[src/rtl/dso_cap_ctrl.sv]
// rtl/dso_cap_ctrl.sv - capture sequencer for a sampled acquisition buffer
//
// Ports:
//   clk, nrst              sample-domain clock, asynchronous active-low reset
//   smp_en                 one sample valid this cycle
//   arm, abort, force_trig capture control (abort has priority over arm)
//   pre_len, post_len      sample counts before / after the trigger sample
//   trig_pluse             one-cycle trigger event from the trigger block
//   trig_clr               holds the trigger block cleared outside WAIT/POST
//   wr_en, wr_addr         buffer write strobe and address of this write
//   trig_addr              buffer address of the trigger sample
//   busy, done, state      status and raw FSM state code
module dso_cap_ctrl (
    input  logic        clk,
    input  logic        nrst,
    input  logic        smp_en,
    input  logic        arm,
    input  logic        abort,
    input  logic        force_trig,
    input  logic [11:0] pre_len,
    input  logic [11:0] post_len,
    input  logic        trig_pluse,
    output logic        trig_clr,
    output logic        wr_en,
    output logic [11:0] wr_addr,
    output logic [11:0] trig_addr,
    output logic        busy,
    output logic        done,
    output logic [2:0]  state
);

    typedef enum logic [2:0] {
        S_IDLE = 3'd0,
        S_PRE  = 3'd1,
        S_WAIT = 3'd2,
        S_POST = 3'd3,
        S_DONE = 3'd4
    } state_t;

    state_t      st;
    logic [11:0] pre_lat;
    logic [11:0] post_lat;
    // Shared sample counter: counts PRE writes, then is cleared on trigger
    // and reused for POST writes.
    logic [11:0] cnt;

    assign state    = st;
    assign busy     = (st == S_PRE) || (st == S_WAIT) || (st == S_POST);
    assign done     = (st == S_DONE);
    assign trig_clr = !((st == S_WAIT) || (st == S_POST));
    assign wr_en    = smp_en && busy;

    always_ff @(posedge clk or negedge nrst) begin
        if (!nrst) begin
            st        <= S_IDLE;
            wr_addr   <= 12'd0;
            trig_addr <= 12'd0;
            cnt       <= 12'd0;
            pre_lat   <= 12'd0;
            post_lat  <= 12'd0;
        end else if (abort) begin
            // Pointers deliberately hold so software can inspect them.
            st <= S_IDLE;
        end else if (arm) begin
            st       <= S_PRE;
            wr_addr  <= 12'd0;
            cnt      <= 12'd0;
            pre_lat  <= pre_len;
            post_lat <= post_len;
        end else begin
            // Free-running circular pointer; overrun is not policed.
            if (wr_en) begin
                wr_addr <= wr_addr + 12'd1;
            end
            case (st)
                S_PRE: begin
                    if (pre_lat == 12'd0) begin
                        st <= S_WAIT;
                    end else if (wr_en) begin
                        cnt <= cnt + 12'd1;
                        if (cnt + 12'd1 == pre_lat) begin
                            st <= S_WAIT;
                        end
                    end
                end
                S_WAIT: begin
                    // The write in this cycle is the trigger sample and is
                    // not counted toward post_len.
                    if (trig_pluse || force_trig) begin
                        trig_addr <= wr_addr;
                        cnt       <= 12'd0;
                        st        <= S_POST;
                    end
                end
                S_POST: begin
                    if (post_lat == 12'd0) begin
                        st <= S_DONE;
                    end else if (wr_en) begin
                        cnt <= cnt + 12'd1;
                        if (cnt + 12'd1 == post_lat) begin
                            st <= S_DONE;
                        end
                    end
                end
                S_DONE: begin
                    st <= S_DONE;
                end
                default: begin
                    st <= S_IDLE;
                end
            endcase
        end
    end

endmodule

[config.mk]
export PLATFORM = sky130hd
export DESIGN_NAME = dso_cap_ctrl
export DESIGN_NICKNAME = d
export VERILOG_FILES = /design/src/rtl/dso_cap_ctrl.sv
export SDC_FILE = /design/constraint.sdc
export NUM_CORES = 1
export LEC_CHECK = 0
export BUFFER_PORTS_ARGS = -buffer_cell sky130_fd_sc_hd__buf_2
export CAP_MARGIN = 30
export CORE_ASPECT_RATIO = 1.1
export CORE_MARGIN = 5
export CORE_UTILIZATION = 56
export DETAILED_ROUTE_END_ITERATION = 8
export GPL_ROUTABILITY_DRIVEN = 0
export PLACE_DENSITY = 0.8
export RECOVER_POWER = 100
export SYNTH_ARGS = -nofsm -noshare
export SYNTH_HDL_FRONTEND = slang
export SYNTH_SLANG_ARGS = --single-unit
[constraint.sdc]
create_clock -name clk -period 3.2 [get_ports clk]
set_clock_uncertainty 0.1 [all_clocks]
set_input_delay 0.64 -clock clk [delete_from_list [all_inputs] [get_ports clk]]
set_output_delay 0.64 -clock clk [all_outputs]
set_load 0.02 [all_outputs]
; Word level (Yosys, flattened, before mapping)
; Index checks and enable logic that the tools add are counted.
[word_totals]
ff_bits = 63
latchBits = 0
ramBits = 0
romBits = 0
input_bits = 31
output_inout_bits = 31
wordCells = 57
memories = 0
[op_classes]
n_addsub = 2
n_mul = 0
div = 0
magnitude_cmp = 0
eq_ne = 14
shifts = 0
mux = 18
n_bitwise = 2
reduce_logical = 15
[op_table]
columns = operator, count
row1 = 12-bit two-way mux, 7
row2 = 12-bit case mux with 3 select lines, 1
row3 = 3-bit two-way mux, 9
row4 = 12-bit by 1-bit adder with 12-bit output (second input constant), 2
row5 = 12-bit equality test, 2
row6 = 12-bit zero test, 2
row7 = 3-bit case mux with 4 select lines, 1
row8 = 5-bit by 3-bit inequality test with 1-bit output (second input constant), 2
row9 = 5-bit by 4-bit inequality test with 1-bit output (second input constant), 2
row10 = 5-bit AND reduction, 2
row11 = 3-bit by 2-bit equality test with 1-bit output (second input constant), 2
row12 = 3-bit inequality test (second input constant), 2
row13 = 1-bit logical OR, 4
row14 = 4-bit by 3-bit inequality test with 1-bit output (second input constant), 1
row15 = 2-bit AND reduction, 2
row16 = 4-bit AND reduction, 1
row17 = 4-bit nonzero test, 1
row18 = 3-bit by 1-bit equality test with 1-bit output (second input constant), 1
row19 = 3-bit equality test (second input constant), 1
row20 = 3-bit by 2-bit inequality test with 1-bit output (second input constant), 1
row21 = 1-bit NOT, 2
row22 = 2-bit nonzero test, 1
row23 = 1-bit logical AND, 1
row24 = 1-bit zero test, 1

; Longest topological paths before layout
; Gate-level depths: netlist of run 1.
[logic_depth]
word_depth = 9
ltp_mapped = 9
ltp_nobuf = 8

; Worst setup path before layout of run 1
; OpenSTA, ideal clock, no wires.
[synth_timing]
path_type = register to register
from = register cnt[0]
to = register st[0], in the netlist state[0]
setup_ns = 0.125
arrival_time_ns = 2.219
required_ns = 2.975
setup_slack_ns = 0.756
stages_incl_launch_ff = 9
synth_period_minus_slack_ns = 2.444
path_cell_list = dfrtp_1 ha_1 xor2_1 xnor2_1 nand4_1 or3_1 o31ai_2 o21a_2 mux2_4
[synth_via]
elab_chain_len = 4
[synth_lines]
columns = item, line_no
row1 = from (decl), 45  ; logic [11:0] cnt;
row2 = from (signal assigned), 80  ; cnt <= cnt + 12'd1;
row3 = from (signal assigned), 99  ; cnt <= cnt + 12'd1;
row4 = 12-bit by 1-bit adder with 12-bit output (*), "81, 100"
row5 = 12-bit equality test (on tied branches), "100, 81"
row6 = 5-bit by 3-bit inequality test with 1-bit output (no source line), --
row7 = 5-bit AND reduction (no source line) (*), --
row8 = to (signal assigned), 82  ; st <= S_WAIT;
row9 = to (signal assigned), 101  ; st <= S_DONE;
row10 = to (signal assigned), 106  ; st <= S_DONE;
row11 = to (decl), 40  ; state_t st;
; Mark *: on every way between the ends. The rest lies on a longest branch, timed or not.
; A chain may end at the register's enable or synchronous reset.

; Worst setup path in the final report of run 1
; Same ends and word-level chain as after synthesis.

==> metrics.csv, run 1 <==
metric;value;unit
pre-CTS WS;0.469;ns
clk slew on worst S/H paths;0.07;ns
htree depth;3;
worst path required time;3.33;ns
ANT nets after route;0;
die area;0.00809;mm2
RSZ-0062 raised after global routing;no;
VDD IR-drop max;0.365;mV
share of the synthesized area in the top cell type;0.441;
Synth area leader;dfrtp_1;
Mapped Area;0.00358;mm2
Post-synth EDFFs;0;
minimum clock period;2.81;ns
Tcrit/Tclk final;0.879;
average via count per standard cell;6.03;
maxcap violations;1;
largest net degree at the start of global routing;35;
Post CTS Setup Buffer Count;0;
num ports;62;
layout cells sized above 1;0.237;
drt first pass iters;4;
WHS;0.384;ns
Critical Path End Type;register;
setup slack after layout;0.386;ns
antenna cells;0;
post-CTS sizing;0;
final core utilization;0.658;
DIE HEIGHT;93.8;um
vias in the first global route;2950;
clk sink count;63;
Die Span X;86.2;um
Synth warnings;0;
Most used DFF post-synth;dfrtp_1;
crit start category;register;
final WL;8490;um
Initial Util;0.577;
Pwr Density;507;mW/mm2
Hold Crit Class;in2async;
cts bufs inserted;9;
DR vias;2876;
Seq/Total Area, Yosys;0.441;
Clk Tree Root Cell;clkbuf_8;
Total Power;2.07;mW
fin. max-slew vios;35;
FP Rows;30;
Post-Syn Instances;334;
hold_buf cts;0;
count leader, synth;dfrtp_1;
leak pwr;1.72;nW
Rel. slew slack;-0.203;
synth cell count leaders;dfrtp_1, mux2_2, nor2_1, o21ai_0, xnor2_1;
leading cell types by total area after synthesis;dfrtp_1, mux2_2, xnor2_1;
IO Port Bufs;61;
Max Fclk;355;MHz
Synth Area per Inst;10.7;um2
reg2reg start;cnt[0]$_DFFE_PN0P_;
initial drt markers;249;
failing checks;max-capacitance violations, max-slew violations;
Remaining DRCs;0;
register bit total from synthesis;63;
Clock Path Buffers;2;
Overflow after GRT;0;
crit path launch;cnt[0]$_DFFE_PN0P_;
worst-margin pin slew;1.80;ns
FILL cells;510;
Core ar.;0.00619;mm2
Final TNS setup;0;ns
HPWL after DPL;6140;um
first-pass GRT wire length;14400;um
CP arrival;2.94;ns
initial antenna violation count;0;
critical-path maximum fanout;8;
Hold Vio Cnt, Final;0;
CTS tree;yes;
Clock Latency Late Sink;0.35;ns
Post-layout nets;427;
Area growth, synth to finish;14.0;%
All-Layer GR Usage;0.228;
Async S/R FF share, synth;1.00;
status;finished, violations left;
count of different cell masters after synthesis;58;
CP Class;reg2reg;
setup violators final;0;
Mapped Nets;368;
routed wire length per instance;17.8;um
[cells in the final DEF (no fill, tap or decap), types with 2 or more instances in the layout]
master     synthesis  routed
a21oi_1            9       9
and3_1             4       4
buf_2              3      28
bufinv_16          0       2
clkbuf_1           9      37
clkbuf_8           0      12
dfrtp_1           63      63
ha_1               3       3
inv_1              8       8
mux2_2            36      36
nand2_1           15      15
nand2b_1           2       2
nand3_1           10      10
nand3b_1           2       2
nand4_1            8       8
nor2_1            26      26
nor2b_1            5       5
nor3_1             6       6
nor3_2             2       2
nor3b_1            1       2
nor4_1             9       9
o211ai_1           3       3
o21ai_0           22      22
o31ai_1            9       9
o41ai_1            2       2
or2_2              2       2
or3_1              4       4
xnor2_1           18      18
xnor3_1            2       2
xor2_1            16      16
[critical path, cell delays in order, from the launching register on]
cell and delay, ns:
dfrtp_1 0.48, ha_1 0.39, xnor2_1 0.16, nand4_1 0.12, a311oi_1 0.35, nand4_1 0.16, nor4_1 0.41, o21a_2 0.20
mux2_1 0.33
[routing by layer]
layer / global-route usage / up-vias / routed length (um)
li1: - / 1328 / -
met3: 0.0439 / 19 / 438
met5: 0 / - / 0
met4: 0.0987 / 0 / 183
met1: 0.273 / 1437 / 3480
met2: 0.397 / 92 / 4390
[worst paths after layout]
check                                           endpoint  depth (start not counted)  slack (ns)
worst max-delay path                state[0]$_DFFE_PN0P_                          8        0.39
worst min-delay path                  cnt[6]$_DFFE_PN0P_                          1        0.38
worst max register to register      state[0]$_DFFE_PN0P_                          8        0.39
worst min register to register  trig_addr[2]$_DFFE_PN0P_                          1        0.41
max in group asynchronous       trig_addr[6]$_DFFE_PN0P_                          2        0.81
min in group clk                trig_addr[2]$_DFFE_PN0P_                          1        0.41
[per-stage QoR]
stage	instance area, um2	instances
after global placement	3920	462
after global routing	4080	477
after detailed placement	3920	462
after CTS	4150	477
final	4080	477
after floorplan	3580	334
[cell families after synthesis]
group	count (synthesis)	synth area share
compound gates	62	0.125
xor+xnor	37	0.103
flops	63	0.441
simple gates	106	0.165
mux	37	0.118
fa+ha+maj	3	0.0105
buf+inv	26	0.0388
[power by group]
group / leakage [nW] / switching, mW / internal, mW / total (mW)
registers: 0.822 / 0.0883 / 0.860 / 0.948
clock network: 0.118 / 0.306 / 0.497 / 0.803
logic: 0.777 / 0.164 / 0.152 / 0.316
total: 1.72 / 0.559 / 1.51 / 2.07
[layout make-up]
cell class,count,area (um2),area share
Inverter,8,30.0,0.00737
Clock inverter,3,65.1,0.0160
Sequential cell,63,1580,0.387
Multi-Input combinational cell,245,1850,0.454
Clock buffer,12,165,0.0405
Tap cell,80,100,0.0246
Timing Repair Buffer,66,287,0.0703
[flip-flops by register name, indices dropped and copies added, names as in the netlist]
register,count
state,3
pre_lat,12
post_lat,12
wr_addr,12
trig_addr,12
cnt,12
Power figures use the tool's default switching activity.
==> inputs of run 2 (changes only) <==
--- a/config.mk
+++ b/config.mk
@@ -10,8 +10,8 @@
 export CORE_ASPECT_RATIO = 1.1
 export CORE_MARGIN = 5
 export CORE_UTILIZATION = 56
+export CTS_BUF_LIST = sky130_fd_sc_hd__clkbuf_16
 export DETAILED_ROUTE_END_ITERATION = 8
-export GPL_ROUTABILITY_DRIVEN = 0
 export PLACE_DENSITY = 0.8
 export RECOVER_POWER = 100
 export SYNTH_ARGS = -nofsm -noshare
==> run 2 against run 1 <==
The flow still finishes with violations (max-capacitance violations, max-slew violations). Sequential power barely moved. Power rose by 9.6%. Sequential share of layout area fell by 0.67 points. Setup slack improved by 0.011 ns. First-iteration DRC count fell by 13%. Clock-buffer cell count fell by 3. Utilization rose by 1.2 points. Cell area rose by 1.8%. Critical path type unchanged. Highest routed layer unchanged.
==> metrics.csv, run 2 (synthesis gave the netlist of run 1 again) <==
metric;value;unit;change
status;finished, violations left;;
failing checks;max-capacitance violations, max-slew violations;;
commonest non-fill, non-tap cell in the layout;dfrtp_1;;
Remaining DRCs;0;;unchanged
antenna cells;0;;unchanged
die area;0.00809;mm2;unchanged
CP Class;reg2reg;;
average via count per standard cell;6.09;;+1.1%
num ports;62;;unchanged
largest net degree at the start of global routing;35;;unchanged
leak pwr;1.75;nW;+1.8%
fin. max-slew vios;35;;unchanged
clk sink count;63;;unchanged
area of the multi-input gates;0.00185;mm2;unchanged
setup slack, reg-to-reg;0.40;ns;about the same
FILL cells;494;;-3.1%
FP Rows;30;;unchanged
crit path launch;cnt[0]$_DFFE_PN0P_;;
reg2reg start;cnt[0]$_DFFE_PN0P_;;
initial antenna violation count;0;;unchanged
Final TNS setup;0;ns;unchanged
Core ar.;0.00619;mm2;unchanged
Design Area, Final;0.00415;mm2;+1.8%
Post CTS Setup Buffer Count;0;;unchanged
Clock Path Buffers;2;;unchanged
Critical Path End Type;register;;
cts bufs inserted;9;;unchanged
post-CTS sizing;0;;unchanged
final WL;8590;um;+1.1%
worst-margin pin slew;1.76;ns;-0.0455 ns
worst path required time;3.30;ns;-0.03 ns
dpl cells;462;;unchanged
DP Area;0.00392;mm2;unchanged
drt first pass iters;4;;unchanged
vias in the first global route;2958;;+0.27%
Post-layout nets;427;;unchanged
maxcap violations;1;;unchanged
Hold Vio Cnt, Final;0;;unchanged
routed wire length per instance;18.0;um;+1.1%
Overflow after GRT;0;;unchanged
All-Layer GR Usage;0.229;;+0.000872
Worst setup endpoint;state[0]$_DFFE_PN0P_;;
layout cells sized above 1;0.227;;-0.0101
clk slew on worst S/H paths;0.05;ns;-0.02 ns
Hold Crit Class;in2async;;
Rel. slew slack;-0.173;;+0.0303
VDD IR-drop max;0.379;mV;+3.8%
CP arrival;2.91;ns;-0.03 ns
Area growth, synth to finish;16.0;%;
first-pass GRT wire length;14500;um;+0.34%
Initial Util;0.577;;unchanged
Clk Tree Root Cell;clkbuf_16;;
Total Power;2.27;mW;+9.6%
Tcrit/Tclk final;0.876;;-0.00333
hold_buf cts;0;;unchanged
crit start category;register;;
critical-path maximum fanout;8;;unchanged
Finished Layout Cells;477;;unchanged
HPWL after DPL;6140;um;unchanged
Die Span X;86.2;um;unchanged
Max Fclk;357;MHz;+0.38%
DIE HEIGHT;93.8;um;unchanged
Pwr Density;547;mW/mm2;+7.8%
CTS tree;yes;;
DR vias;2907;;+1.1%
initial drt markers;216;;-13%
Placer Congestion;0.902;;
IO Port Bufs;61;;unchanged
most frequent cells in the layout;dfrtp_1, clkbuf_1, mux2_2;;
Worst R2R Path Depth;8;;unchanged
Sequential cell area;0.00158;mm2;unchanged
setup violators final;0;;unchanged
htree depth;3;;unchanged
ANT nets after route;0;;unchanged
Clock Latency Late Sink;0.33;ns;-0.02 ns
minimum clock period;2.80;ns;-0.0107 ns
RSZ-0062 raised after global routing;no;;
r2r endpoint;state[0]$_DFFE_PN0P_;;
-- run 2: cell count changes in the layout (fill, tap and decap cells not counted), sizes merged --
cell,delta
clkbuf,-3
clkinv,+3
-- run 2: through the flow --
step | hold slack (ns) | setup WS [ns] | utilization
floorplan | 0.244 | 0.756 | -
global placement | 0.385 | 0.493 | 0.633
detailed placement | 0.391 | 0.469 | 0.633
CTS | 0.175 | 0.460 | 0.681
global route | 0.429 | 0.235 | 0.669
finish | 0.389 | 0.397 | 0.669
-- run 2: how the worst min path moves through the flow --
| stage | slack (ns) | to | cells past startpoint |
|---|---|---|---|
| 3_5_place_dp | 0.39 | trig_addr[2]$_DFFE_PN0P_ | 1 |
| 2_1_floorplan | 0.24 | cnt[0]$_DFFE_PN0P_ | 0 |
| 4_1_cts | 0.18 | cnt[6]$_DFFE_PN0P_ | 1 |
| 3_3_place_gp | 0.39 | trig_addr[2]$_DFFE_PN0P_ | 1 |
| 6_report | 0.39 | cnt[6]$_DFFE_PN0P_ | 1 |
| 5_1_grt | 0.43 | trig_addr[7]$_DFFE_PN0P_ | 1 |
-- run 2: area by class of cell --
type                            count  area share
Multi-Input combinational cell    245       0.447
Sequential cell                    63       0.380
Tap cell                           80      0.0241
Timing Repair Buffer               66      0.0691
Inverter                            8     0.00724
Clock inverter                      6      0.0184
Clock buffer                        9      0.0543
-- run 2: power breakdown --
part	switching, mW	internal [mW]	leakage [nW]	total (mW)
Combinational	0.165	0.151	0.778	0.316
Sequential	0.0893	0.861	0.822	0.951
Clock	0.332	0.667	0.148	0.999
-- run 2: critical path, stage by stage, from the launching register on --
cell,delay (ns)
dfrtp_1,0.50
ha_1,0.32
xor2_1,0.27
xor2_1,0.12
a311oi_1,0.27
nand4_1,0.16
nor4_1,0.41
o21a_2,0.20
mux2_1,0.33
-- run 2: per-layer routing --
metal / part of all wire / GRT usage / vias up
met5: 0 / 0 / -
met4: 0.021 / 0.103 / 0
met3: 0.060 / 0.0474 / 21
met2: 0.52 / 0.398 / 102
met1: 0.40 / 0.271 / 1449
li1: - / - / 1335
